==> src/rtl/fnd_scan_controller.sv <==
// Time-multiplexed scan controller for a 4-digit common-anode FND.
// Each digit is lit for SCAN_DIV clocks, separated by GUARD_CYC dark clocks.
module fnd_scan_controller #(
  parameter int SCAN_DIV     = 100000,
  parameter int GUARD_CYC    = 2000,
  parameter int BLINK_FRAMES = 125
) (
  input  logic        i_clk,
  input  logic        i_reset_n,
  input  logic [15:0] i_digits,
  input  logic [3:0]  i_blank_mask,
  input  logic [3:0]  i_blink_mask,
  input  logic        i_lz_en,
  output logic [3:0]  o_value,
  output logic        o_on_off,
  output logic [3:0]  o_digit_sel,
  output logic        o_frame_tick
);

  localparam int MAX_CYC = (SCAN_DIV > GUARD_CYC) ? SCAN_DIV : GUARD_CYC;
  localparam int CNT_W   = $clog2(MAX_CYC);
  localparam int FRM_W   = $clog2(BLINK_FRAMES) + 1;

  localparam logic [CNT_W-1:0] SHOW_LAST  = CNT_W'(SCAN_DIV - 1);
  localparam logic [CNT_W-1:0] GUARD_LAST = CNT_W'(GUARD_CYC - 1);
  localparam logic [FRM_W-1:0] FRAME_LAST = FRM_W'(BLINK_FRAMES - 1);

  typedef enum logic {
    ST_GUARD = 1'b0,
    ST_SHOW  = 1'b1
  } state_t;

  state_t           state, state_nxt;
  logic [1:0]       r_idx, idx_nxt;
  logic [CNT_W-1:0] r_cnt, cnt_nxt;
  logic [FRM_W-1:0] frame_cnt, frame_nxt;
  logic             blink_phase, phase_nxt;
  logic [3:0]       value_nxt;
  logic             on_off_nxt;
  logic [3:0]       sel_nxt;
  logic             tick_nxt;

  logic [3:0]       code_zero;
  logic [3:0]       cur_code;
  logic             lz_blank;
  logic             blank_now;

  // A digit is LZ-suppressed only when it and every more significant digit are 0.
  always_comb begin
    for (int n = 0; n < 4; n++) begin
      code_zero[n] = (i_digits[4*n +: 4] == 4'd0);
    end
    cur_code = i_digits[{r_idx, 2'b00} +: 4];
    case (r_idx)
      2'd1:    lz_blank = &code_zero[3:1];
      2'd2:    lz_blank = &code_zero[3:2];
      2'd3:    lz_blank = code_zero[3];
      default: lz_blank = 1'b0;
    endcase
    blank_now = i_blank_mask[r_idx]
              | (i_blink_mask[r_idx] & blink_phase)
              | (i_lz_en & lz_blank);
  end

  always_comb begin
    state_nxt  = state;
    cnt_nxt    = r_cnt + CNT_W'(1);
    idx_nxt    = r_idx;
    frame_nxt  = frame_cnt;
    phase_nxt  = blink_phase;
    value_nxt  = o_value;
    on_off_nxt = o_on_off;
    sel_nxt    = o_digit_sel;
    tick_nxt   = 1'b0;

    case (state)
      ST_GUARD: begin
        sel_nxt    = 4'b1111;
        on_off_nxt = 1'b1;
        if (r_cnt == GUARD_LAST) begin
          state_nxt  = ST_SHOW;
          cnt_nxt    = '0;
          value_nxt  = cur_code;
          on_off_nxt = blank_now;
          sel_nxt    = ~(4'b0001 << r_idx);
        end
      end
      ST_SHOW: begin
        if (r_cnt == SHOW_LAST) begin
          state_nxt  = ST_GUARD;
          cnt_nxt    = '0;
          idx_nxt    = r_idx + 2'd1;
          sel_nxt    = 4'b1111;
          on_off_nxt = 1'b1;
          // Leaving digit3 closes a frame; the blink phase advances here.
          if (r_idx == 2'd3) begin
            tick_nxt = 1'b1;
            if (frame_cnt == FRAME_LAST) begin
              frame_nxt = '0;
              phase_nxt = ~blink_phase;
            end else begin
              frame_nxt = frame_cnt + FRM_W'(1);
            end
          end
        end
      end
      default: begin
        state_nxt = ST_GUARD;
        cnt_nxt   = '0;
      end
    endcase
  end

  always_ff @(posedge i_clk) begin
    if (!i_reset_n) begin
      state        <= ST_GUARD;
      r_idx        <= 2'd0;
      r_cnt        <= '0;
      frame_cnt    <= '0;
      blink_phase  <= 1'b0;
      o_value      <= 4'hf;
      o_on_off     <= 1'b1;
      o_digit_sel  <= 4'b1111;
      o_frame_tick <= 1'b0;
    end else begin
      state        <= state_nxt;
      r_idx        <= idx_nxt;
      r_cnt        <= cnt_nxt;
      frame_cnt    <= frame_nxt;
      blink_phase  <= phase_nxt;
      o_value      <= value_nxt;
      o_on_off     <= on_off_nxt;
      o_digit_sel  <= sel_nxt;
      o_frame_tick <= tick_nxt;
    end
  end

endmodule

==> config.mk <==
export PLATFORM = sky130hd
export DESIGN_NAME = fnd_scan_controller
export DESIGN_NICKNAME = d
export VERILOG_FILES = /design/src/rtl/fnd_scan_controller.sv
export SDC_FILE = /design/constraint.sdc
export NUM_CORES = 1
export LEC_CHECK = 0
export CAP_MARGIN = 20
export CORE_MARGIN = 5
export CORE_UTILIZATION = 56
export DETAILED_ROUTE_END_ITERATION = 8
export GPL_ROUTABILITY_DRIVEN = 0
export PLACE_DENSITY = 0.84
export SETUP_SLACK_MARGIN = 0.5
export SYNTH_ARGS = -nofsm -noshare
export SYNTH_HDL_FRONTEND = slang
export SYNTH_SLANG_ARGS = --single-unit
==> constraint.sdc <==
create_clock -name i_clk -period 3.1 [get_ports i_clk]
set_input_delay 0.62 -clock i_clk [delete_from_list [all_inputs] [get_ports i_clk]]
set_output_delay 0.62 -clock i_clk [all_outputs]
set_load 0.03 [all_outputs]
After elaboration in Yosys (flattened, before gate mapping) --
Index checks and enable logic that the tools add are counted.
Word-level totals: bits of input ports 27, memory bits (writable) 0, memories 0, memory bits (read-only) 0, bits in latches 0, bits in registers 39
Operators by class: $lt $le $gt $ge 1, shifts and indexed selects 2, reductions and logical operators 10, muxes and demuxes 19, div/mod/pow operators 0, add/subtract/negate cells 3, $mul 0, bitwise gates (word level) 7, equal/unequal tests 7
Operator list (count):
- $mux W17 | 2
- $pmux W17 S2 | 1
- $add A17 B1 Y17 const B | 1
- $eq A17 B11 Y1 const B | 1
- $eq A17 B17 Y1 const B | 1
- $shiftx A16 B5 Y4 | 1
- $logic_not A4 Y1 | 3
- $reduce_and A3 Y1 | 3
- $add A8 B1 Y8 const B | 1
- $eq A8 B7 Y1 const B | 1
- $mux W4 | 2
- $mux W8 | 1
- $pmux W4 S2 | 1
- $mux W1 | 7
- $reduce_and A2 Y1 | 3
- $bmux W1 S2 | 2
- $eq A2 B2 Y1 const B | 2
- $not A4 Y4 | 1
- $pmux W1 S2 | 2
- $reduce_and A4 Y1 | 1
- $shl A1 B2 Y4 const A | 1
- $lt A2 B3 Y1 const B | 1
- $pmux W1 S3 | 1
- $add A2 B1 Y2 const B | 1
- 5 further kinds | 8

Depth between registers and ports, before layout --
Gate-level depths: netlist of run 1.
depth in word-level cells 7, mapped depth 7

Least setup slack after synthesis of run 1 --
OpenSTA, ideal clock, no wires.
kind register to register, from reg r_idx[0], to reg o_on_off, buffers on the path 1, slack 0.981 ns, required time 3.026 ns, stages on the path, launching flop included 8, arrival time 2.044 ns, cell sequence dfxtp_1 -> clkbuf_1 -> inv_1 -> ha_1 -> or4b_2 -> nor3_1 -> o211ai_1 -> a31oi_1
Between the ends: cells in the longest elaborated chain, start to end 7, elaborated cells on any way between the ends 14, classes of those cells 3 x eq/ne; 7 x mux; 4 x bitwise
RTL lines:
- start, declared | line 34 | logic [1:0] r_idx, idx_nxt;
- start signal, assigned | line 127 | r_idx <= idx_nxt;
- $bmux W1 S2 | line 61 | | (i_blink_mask[r_idx] & blink_phase)
- $mux W1 (implied by the code) | line 61
- $and A1 B1 Y1 | line 61
- $or A1 B1 Y1 | line 61
- $or A1 B1 Y1 * | line 62 | | (i_lz_en & lz_blank);
- $mux W1 * | line 80 | if (r_cnt == GUARD_LAST) begin
- $pmux W1 S2 * | line 76 | case (state)
- end signal, assigned | line 132 | o_on_off <= on_off_nxt;
- end, declared | line 15 | output logic o_on_off,
Every way passes the cells marked *; elsewhere a longest branch is shown, timed or not. The select of a mux whose other input is x is not followed. A chain may end at the register's enable or synchronous reset.

Final worst setup path of run 1 --
from reg r_cnt[0], to reg r_cnt[14]
Between the ends: cells in the longest elaborated chain, start to end 3, elaborated cells on any way between the ends 6, classes of those cells 1 x add/sub; 2 x eq/ne; 3 x mux
RTL lines:
- start, declared | line 35 | logic [CNT_W-1:0] r_cnt, cnt_nxt;
- start signal, assigned | line 128 | r_cnt <= cnt_nxt;
- $add A17 B1 Y17, or another cell as far along | line 67 | cnt_nxt = r_cnt + CNT_W'(1);
- $mux W17 (on tied branches) | line 89, 80
- $pmux W17 S2 * | line 76
Every way passes the cells marked *; elsewhere a longest branch is shown, timed or not.

==> impl_results.md, run 1 <==
- Status: completed
- Initial Utilization: 0.5831
- Layout area overhead: 23.91%
- Clk sinks: 39
- Initial antenna violation count: 0
- Post-Syn Area per Cell: between 9 and 10 um^2
- Startpoint types: flip-flop
- RSZ-0062 raised after global routing: false
- Total Wirelength: 4.971 mm
- Worst r2r src: r_cnt[0]
- Min-Delay Path Depth: 2
- Cell leakage power: around 0.85 nW
- Worst slew margin: 0.6326
- Hpwl dp: approximately 3.6 mm
- H-Tree Depth: 2
- Worst hold path class: flip-flop to flip-flop
- Grt ovf: 0
- Slew Viols, Final: 0
- Top Metal Used: met4
- Ratio of cells with drive above 1 in the final layout: 0.1255
- Synth Instances: around 230
- Setup TNS: 0 ps
- Worst Slack Setup Final: ~840 ps
- Max Clock Skew: about 5.2 ps
- DRC Markers: 0
- CTS tree: done
- Top_reg_cell synth: dfxtp_1
- PD cells: around 350 mW/mm^2
- Distinct cell type count after synthesis: 57
- Number of cell rows: 22
- I/O Buffers: 36
- Worst EP arrival: 2460 ps
- Clock-pin slew on the worst setup and hold paths: 70 ps
- Yosys warnings: 0
- Crit path from: r_cnt[0]
- Post-synth top area share: 0.3630
- Crit path to: r_cnt[14]
- FF-to-FF setup slack: approximately 840 ps
- Crit path required time: between 3000 and 4000 ps
- Inserted Clock Buffers: 5
- Maximum clock rate: about 440 MHz
- DR WL met2: around 2.3 mm
- Seq/Total Area, Yosys: 0.3630
- Clock Root Buffer: clkbuf_8
- Vias/cell: 6.307
- Total global-route track usage: 0.2012
- Maximum clock insertion buffer count: 2
- Syn nets: 267
- Crit Path Category: flip-flop to flip-flop
- Commonest non-fill, non-tap cell in the layout: dfxtp_1
- Final Cycle Share: 0.7276
- Via count: a little over 2,000
- Number of global-route vias before repair: between 1,500 and 2,000
- Synth async-reset ratio: 0
- Least-Margin Pin Slew: ~550 ps
- Core Box Area: about 0.0037 mm^2
- Synthesized area: roughly 0.0022 mm^2
- Worst VDD drop: between 0.0003 and 0.0004 V
- Most frequent cells in the layout: dfxtp_1, clkdlybuf4s50_1, nor3_1
- Final Power: ~0.94 mW
- Number of routed nets with antenna violations: 0
- First-pass GRT wire length: around 8.3 mm
- Num ports: 37
- #FFs+latches synth: 39
- Setup-failing EPs final: 0
- Number of synthesized flops with an enable pin: 0
- Fillers: between 200 and 300
- Nets: 305
- Synth area leaders: dfxtp_1, mux4_2, ha_1
- Final core occ: 0.7225
- Worst-Skew Late Latency: ~290 ps
- Worst-path fanout max: 9
- Largest net degree at the start of global routing: 26
- Worst setup EP type: flip-flop
- Wire length per cell: between 15 and 20 um
- Detail Route met3 WL: 383 um
- R2r endpoint: r_cnt[14]
- DR pass1 iterations: 4
- Dpl ws: approximately 710 ps
- Antenna fix cells: 0
- Iteration-0 DRC Markers: 144
- DIE AREA: between 0.005 and 0.006 mm^2
- Final hold vios: 0
- Reg2Reg Depth: 5
- WL met1: 2.215 mm
- Die Width: roughly 72 um
- MaxCap Viol Count: 0
- Min Tclk post-route: between 2000 and 2500 ps
- Synth area leader: dfxtp_1
- Die height: 71.98 um
## where the power goes
group          internal (mW)  switching (mW)
clock                  0.203           0.171
combinational         0.0407          0.0209
sequential             0.504         0.00488
total                  0.748           0.197
## area by class of cell
class                   instances  area, um^2  area share
multi-input cells             171        1270      0.4765
inverters                       9       33.78     0.01268
flip-flops and latches         39       780.7      0.2930
repair buffers                 44       420.4      0.1577
clock buffers                   8       100.1     0.03756
well taps                      48       60.06     0.02254
## flip-flops by register name, summed over array words and instances (netlist names)
name	count
state	1
o_frame_tick	1
blink_phase	1
frame_cnt	8
o_digit_sel	4
o_on_off	1
r_cnt	17
o_value	4
r_idx	2
## kinds of logic (layout without fill, tap and decap cells)
family / Yosys count / count (layout) / share of synthesized area
adder cells (fa/ha/maj): 8 / 8 / 0.04654
multiplexers: 8 / 8 / 0.07214
AND/OR/NAND/NOR: 97 / 97 / 0.2763
buffers and inverters: 22 / 61 / 0.04654
AO/OA/AOI/OAI: 47 / 47 / 0.1507
flip-flops: 39 / 39 / 0.3630
XOR/XNOR: 11 / 11 / 0.04479
## worst max-delay path: stages (launching register included)
cell      delay, ps
dfxtp_1         400
ha_1            310
nand4_4         190
or3_1           540
or3_2           460
a211oi_1        260
## cells in the mapped netlist (2+ instances only)
cell	count
o311ai_0	3
and4_1	4
ha_1	8
inv_1	8
or3_1	2
and3_1	3
nand2_1	12
xnor2_1	7
a21oi_1	6
o21ai_0	15
xor2_1	4
dfxtp_1	39
a2bb2oi_1	4
nor4b_1	2
mux2i_1	2
or3_2	3
a211oi_1	4
nand3b_1	3
nand3_1	16
nand4_1	11
a41oi_1	2
clkbuf_1	9
nor3_1	20
mux4_2	6
or2_2	2
a31oi_1	2
nor4_1	3
nor2_1	3
## routing by layer
layer  track usage  up-vias
li1              -      968
met1        0.2577      965
met2        0.3255       72
met3       0.05956        7
met4       0.06472        0
met5             0        -
## through the flow
stage	instance area, um^2	cells	hold slack (ps)
after floorplan	2151	232	438.5
after global placement	2542	308	457.9
after detailed placement	2542	308	463.6
after CTS	2643	316	473.7
after global routing	2665	319	506.8
final	2665	319	466.0
## worst min path at each step
stage                            start      endpoint  slack [ps]
after CTS                 frame_cnt[7]  frame_cnt[7]         470
after global routing      frame_cnt[7]  frame_cnt[7]         510
after global placement    frame_cnt[7]  frame_cnt[7]         460
after detailed placement  frame_cnt[7]  frame_cnt[7]         460
final                     frame_cnt[7]  frame_cnt[7]         470
after floorplan           frame_cnt[7]  frame_cnt[7]         440
## timing repair
action,in CTS,in global routing
buffers inserted,0,3
gates resized for setup,0,0
hold buffers,0,0
setup endpoints to repair,0,1
Power figures use the tool's default switching activity.
==> run 2: changes to the inputs <==
--- a/config.mk
+++ b/config.mk
@@ -7,10 +7,10 @@
 export LEC_CHECK = 0
 export CAP_MARGIN = 20
 export CORE_MARGIN = 5
-export CORE_UTILIZATION = 56
+export CORE_UTILIZATION = 53
 export DETAILED_ROUTE_END_ITERATION = 8
 export GPL_ROUTABILITY_DRIVEN = 0
-export PLACE_DENSITY = 0.84
+export PLACE_DENSITY = 0.8
 export SETUP_SLACK_MARGIN = 0.5
 export SYNTH_ARGS = -nofsm -noshare
 export SYNTH_HDL_FRONTEND = slang
==> constraint.sdc (replaced) <==
create_clock -name i_clk -period 2.4 [get_ports i_clk]
set_input_delay 0.48 -clock i_clk [delete_from_list [all_inputs] [get_ports i_clk]]
set_output_delay 0.48 -clock i_clk [all_outputs]
set_load 0.03 [all_outputs]
==> run 2 against run 1 <==
Non-clock buffer count increased by 14. Die area increased by 4.9%. Count of clock-buffer cells in the layout unchanged. Critical path type unchanged. Clock power increased by 30%. Via count increased by 1.0%. Sequential cell count unchanged.
==> impl_results.md, run 2 (synthesis gave the netlist of run 1 again) <==
- CTS tree: done
- Total global-route track usage: 0.1951 (-0.006146)
- Fin area: 0.002844 mm^2 (+6.7%)
- DR pass1 iterations: 4 (unchanged)
- Worst VDD drop: 0.0002394 V (-23%)
- Seq pwr share: 0.535 (-0.004)
- Iteration-0 DRC Markers: 107 (-26%)
- Crit path required time: 2610 ps (-690 ps)
- Worst setup EP type: flip-flop
- Nets: 319 (+4.6%)
- Worst Hold Path EP: blink_phase
- Die Width: 73.71 um (+2.4%)
- Final core occ: 0.7161 (-0.006393)
- Biggest regs: r_cnt (17), frame_cnt (8)
- Max reg flops: 17 (unchanged)
- Vias/cell: 6.069 (-3.8%)
- Worst hold path class: flip-flop to flip-flop
- Max Clock Skew: 4.235 ps (-0.9427 ps)
- Via count: 2,033 (+1.0%)
- Hold WS: 479.6 ps (+13.60 ps)
- Startpoint types: flip-flop
- Status: completed
- Most flop-heavy register: r_cnt
- Maximum clock rate: 551.0 MHz (+24%)
- Wire length per cell: 15.33 um (-1.6%)
- Non-Filler Instances: 335 (+5.0%)
- Top Metal Used: met4
- Reg2Reg Depth: 5 (unchanged)
- Largest net degree at the start of global routing: 23 (-12%)
- Worst-Skew Late Latency: 290 ps (about the same)
- Initial antenna violation count: 0 (unchanged)
- Core Box Area: 0.003971 mm^2 (+7.7%)
- Initial Utilization: 0.5416 (-0.04152)
- Worst EP arrival: 2030 ps (-430 ps)
- PD cells: 431.6 mW/mm^2 (+22%)
- Worst-path fanout max: 8 (-1)
- Setup-failing EPs final: 0 (unchanged)
- DR WL met2: 2.376 mm (+3.5%)
- MaxCap Viol Count: 0 (unchanged)
- Inserted Clock Buffers: 5 (unchanged)
- Clock-pin slew on the worst setup and hold paths: 70 ps (about the same)
- Number of cell rows: 23 (+4.5%)
- Clk sinks: 39 (unchanged)
- Placement-stage cell area: 0.002582 mm^2 (+1.6%)
- Cell leakage power: 0.9327 nW (+10%)
- Net Sw Frac: 0.2109 (+0.002419)
- Crit Path Category: flip-flop to flip-flop
- Worst slew margin: 0.7534 (+0.1208)
- WL met1: 2.347 mm (+6.0%)
- FF-to-FF setup slack: 590 ps (-260 ps)
- Detail Route met3 WL: 327 um (-15%)
- Min-Delay Path Depth: 2 (unchanged)
- Number of routed nets with antenna violations: 0 (unchanged)
- Gate power share: 0.070 (+0.005)
- Hold Crit Start: blink_phase
- Final Power: 1.227 mW (+30%)
- H-Tree Depth: 2 (unchanged)
- Dpl ws: 289.3 ps (-418.0 ps)
- Die height: 73.71 um (+2.4%)
- Hpwl dp: 3.684 mm (+1.7%)
- Worst r2r src: r_cnt[1]
- DIE AREA: 0.005432 mm^2 (+4.9%)
- Setup TNS: 0 ps (unchanged)
- Clock power share: 0.395 (about the same)
- Cell Int Power: 0.9685 mW (+30%)
- Net Sw Power: 0.2589 mW (+31%)
- Total Wirelength: 5.136 mm (+3.3%)
- Most frequent cells in the layout: clkdlybuf4s50_1, dfxtp_1, buf_4
- Placed Cells: 313 (+1.6%)
- R2r endpoint: r_cnt[16]
- Clock Root Buffer: clkbuf_8
- Commonest non-fill, non-tap cell in the layout: clkdlybuf4s50_1
- Min Tclk post-route: 1815 ps (-440.7 ps)
- Slew Viols, Final: 0 (unchanged)
- Antenna fix cells: 0 (unchanged)
- Grt ovf: 0 (unchanged)
- Least-Margin Pin Slew: 364.7 ps (-182.2 ps)
- Worst Slack Setup Final: 585.2 ps (-259.3 ps)
- Number of global-route vias before repair: 1,804 (-2.3%)
- First-pass GRT wire length: 8.286 mm (-0.75%)
- Ratio of cells with drive above 1 in the final layout: 0.2140 (+0.08857)
- I/O Buffers: 36 (unchanged)
- DRC Markers: 0 (unchanged)
- Crit path from: r_cnt[1]
- Num ports: 37 (unchanged)
- Final hold vios: 0 (unchanged)
- RSZ-0062 raised after global routing: false
- Final Cycle Share: 0.7562 (+0.02858)
- Layout area overhead: 32.23%
- Maximum clock insertion buffer count: 2 (unchanged)
run 2: what timing repair did:
action,4_1_cts,5_1_grt
resized for setup,6,11
setup buffers,2,12
pin swaps,1,5
hold buffers,0,0
endpoints found under the setup margin,11,14
run 2: metal layers:
metal,global-route usage,vias up
li1,-,1001
met1,0.2666,951
met2,0.2904,72
met3,0.04925,9
met4,0.08249,0
met5,0,-
run 2: power by group through the flow:
stage	Clock (mW)	Sequential, mW	Combinational, mW
floorplan	0	0.673	0.0300
global placement	0	0.674	0.0807
detailed placement	0	0.674	0.0821
CTS	0.494	0.658	0.0821
global route	0.527	0.657	0.0927
finish	0.485	0.656	0.0863
run 2: critical path, stage by stage (launching register included):
cell      delay [ps]
dfxtp_4          370
ha_4             160
nand4_4          100
or3_4            400
or4_4            490
a211oi_2         220
run 2: worst max-delay path by stage:
stage,cells after the start,slack [ps],end
floorplan,7,520,frame_cnt[4]
global placement,5,370,o_on_off
detailed placement,5,290,o_on_off
CTS,6,490,o_on_off
global route,4,490,r_cnt[14]
finish,5,590,r_cnt[16]
run 2: cell type report:
cell class              instances  area, um^2
multi-input cells             171        1328
fillers                       307        1127
flip-flops and latches         39       794.5
repair buffers                 58       525.5
clock buffers                   8       100.1
well taps                      50       62.56
inverters                       9       33.78
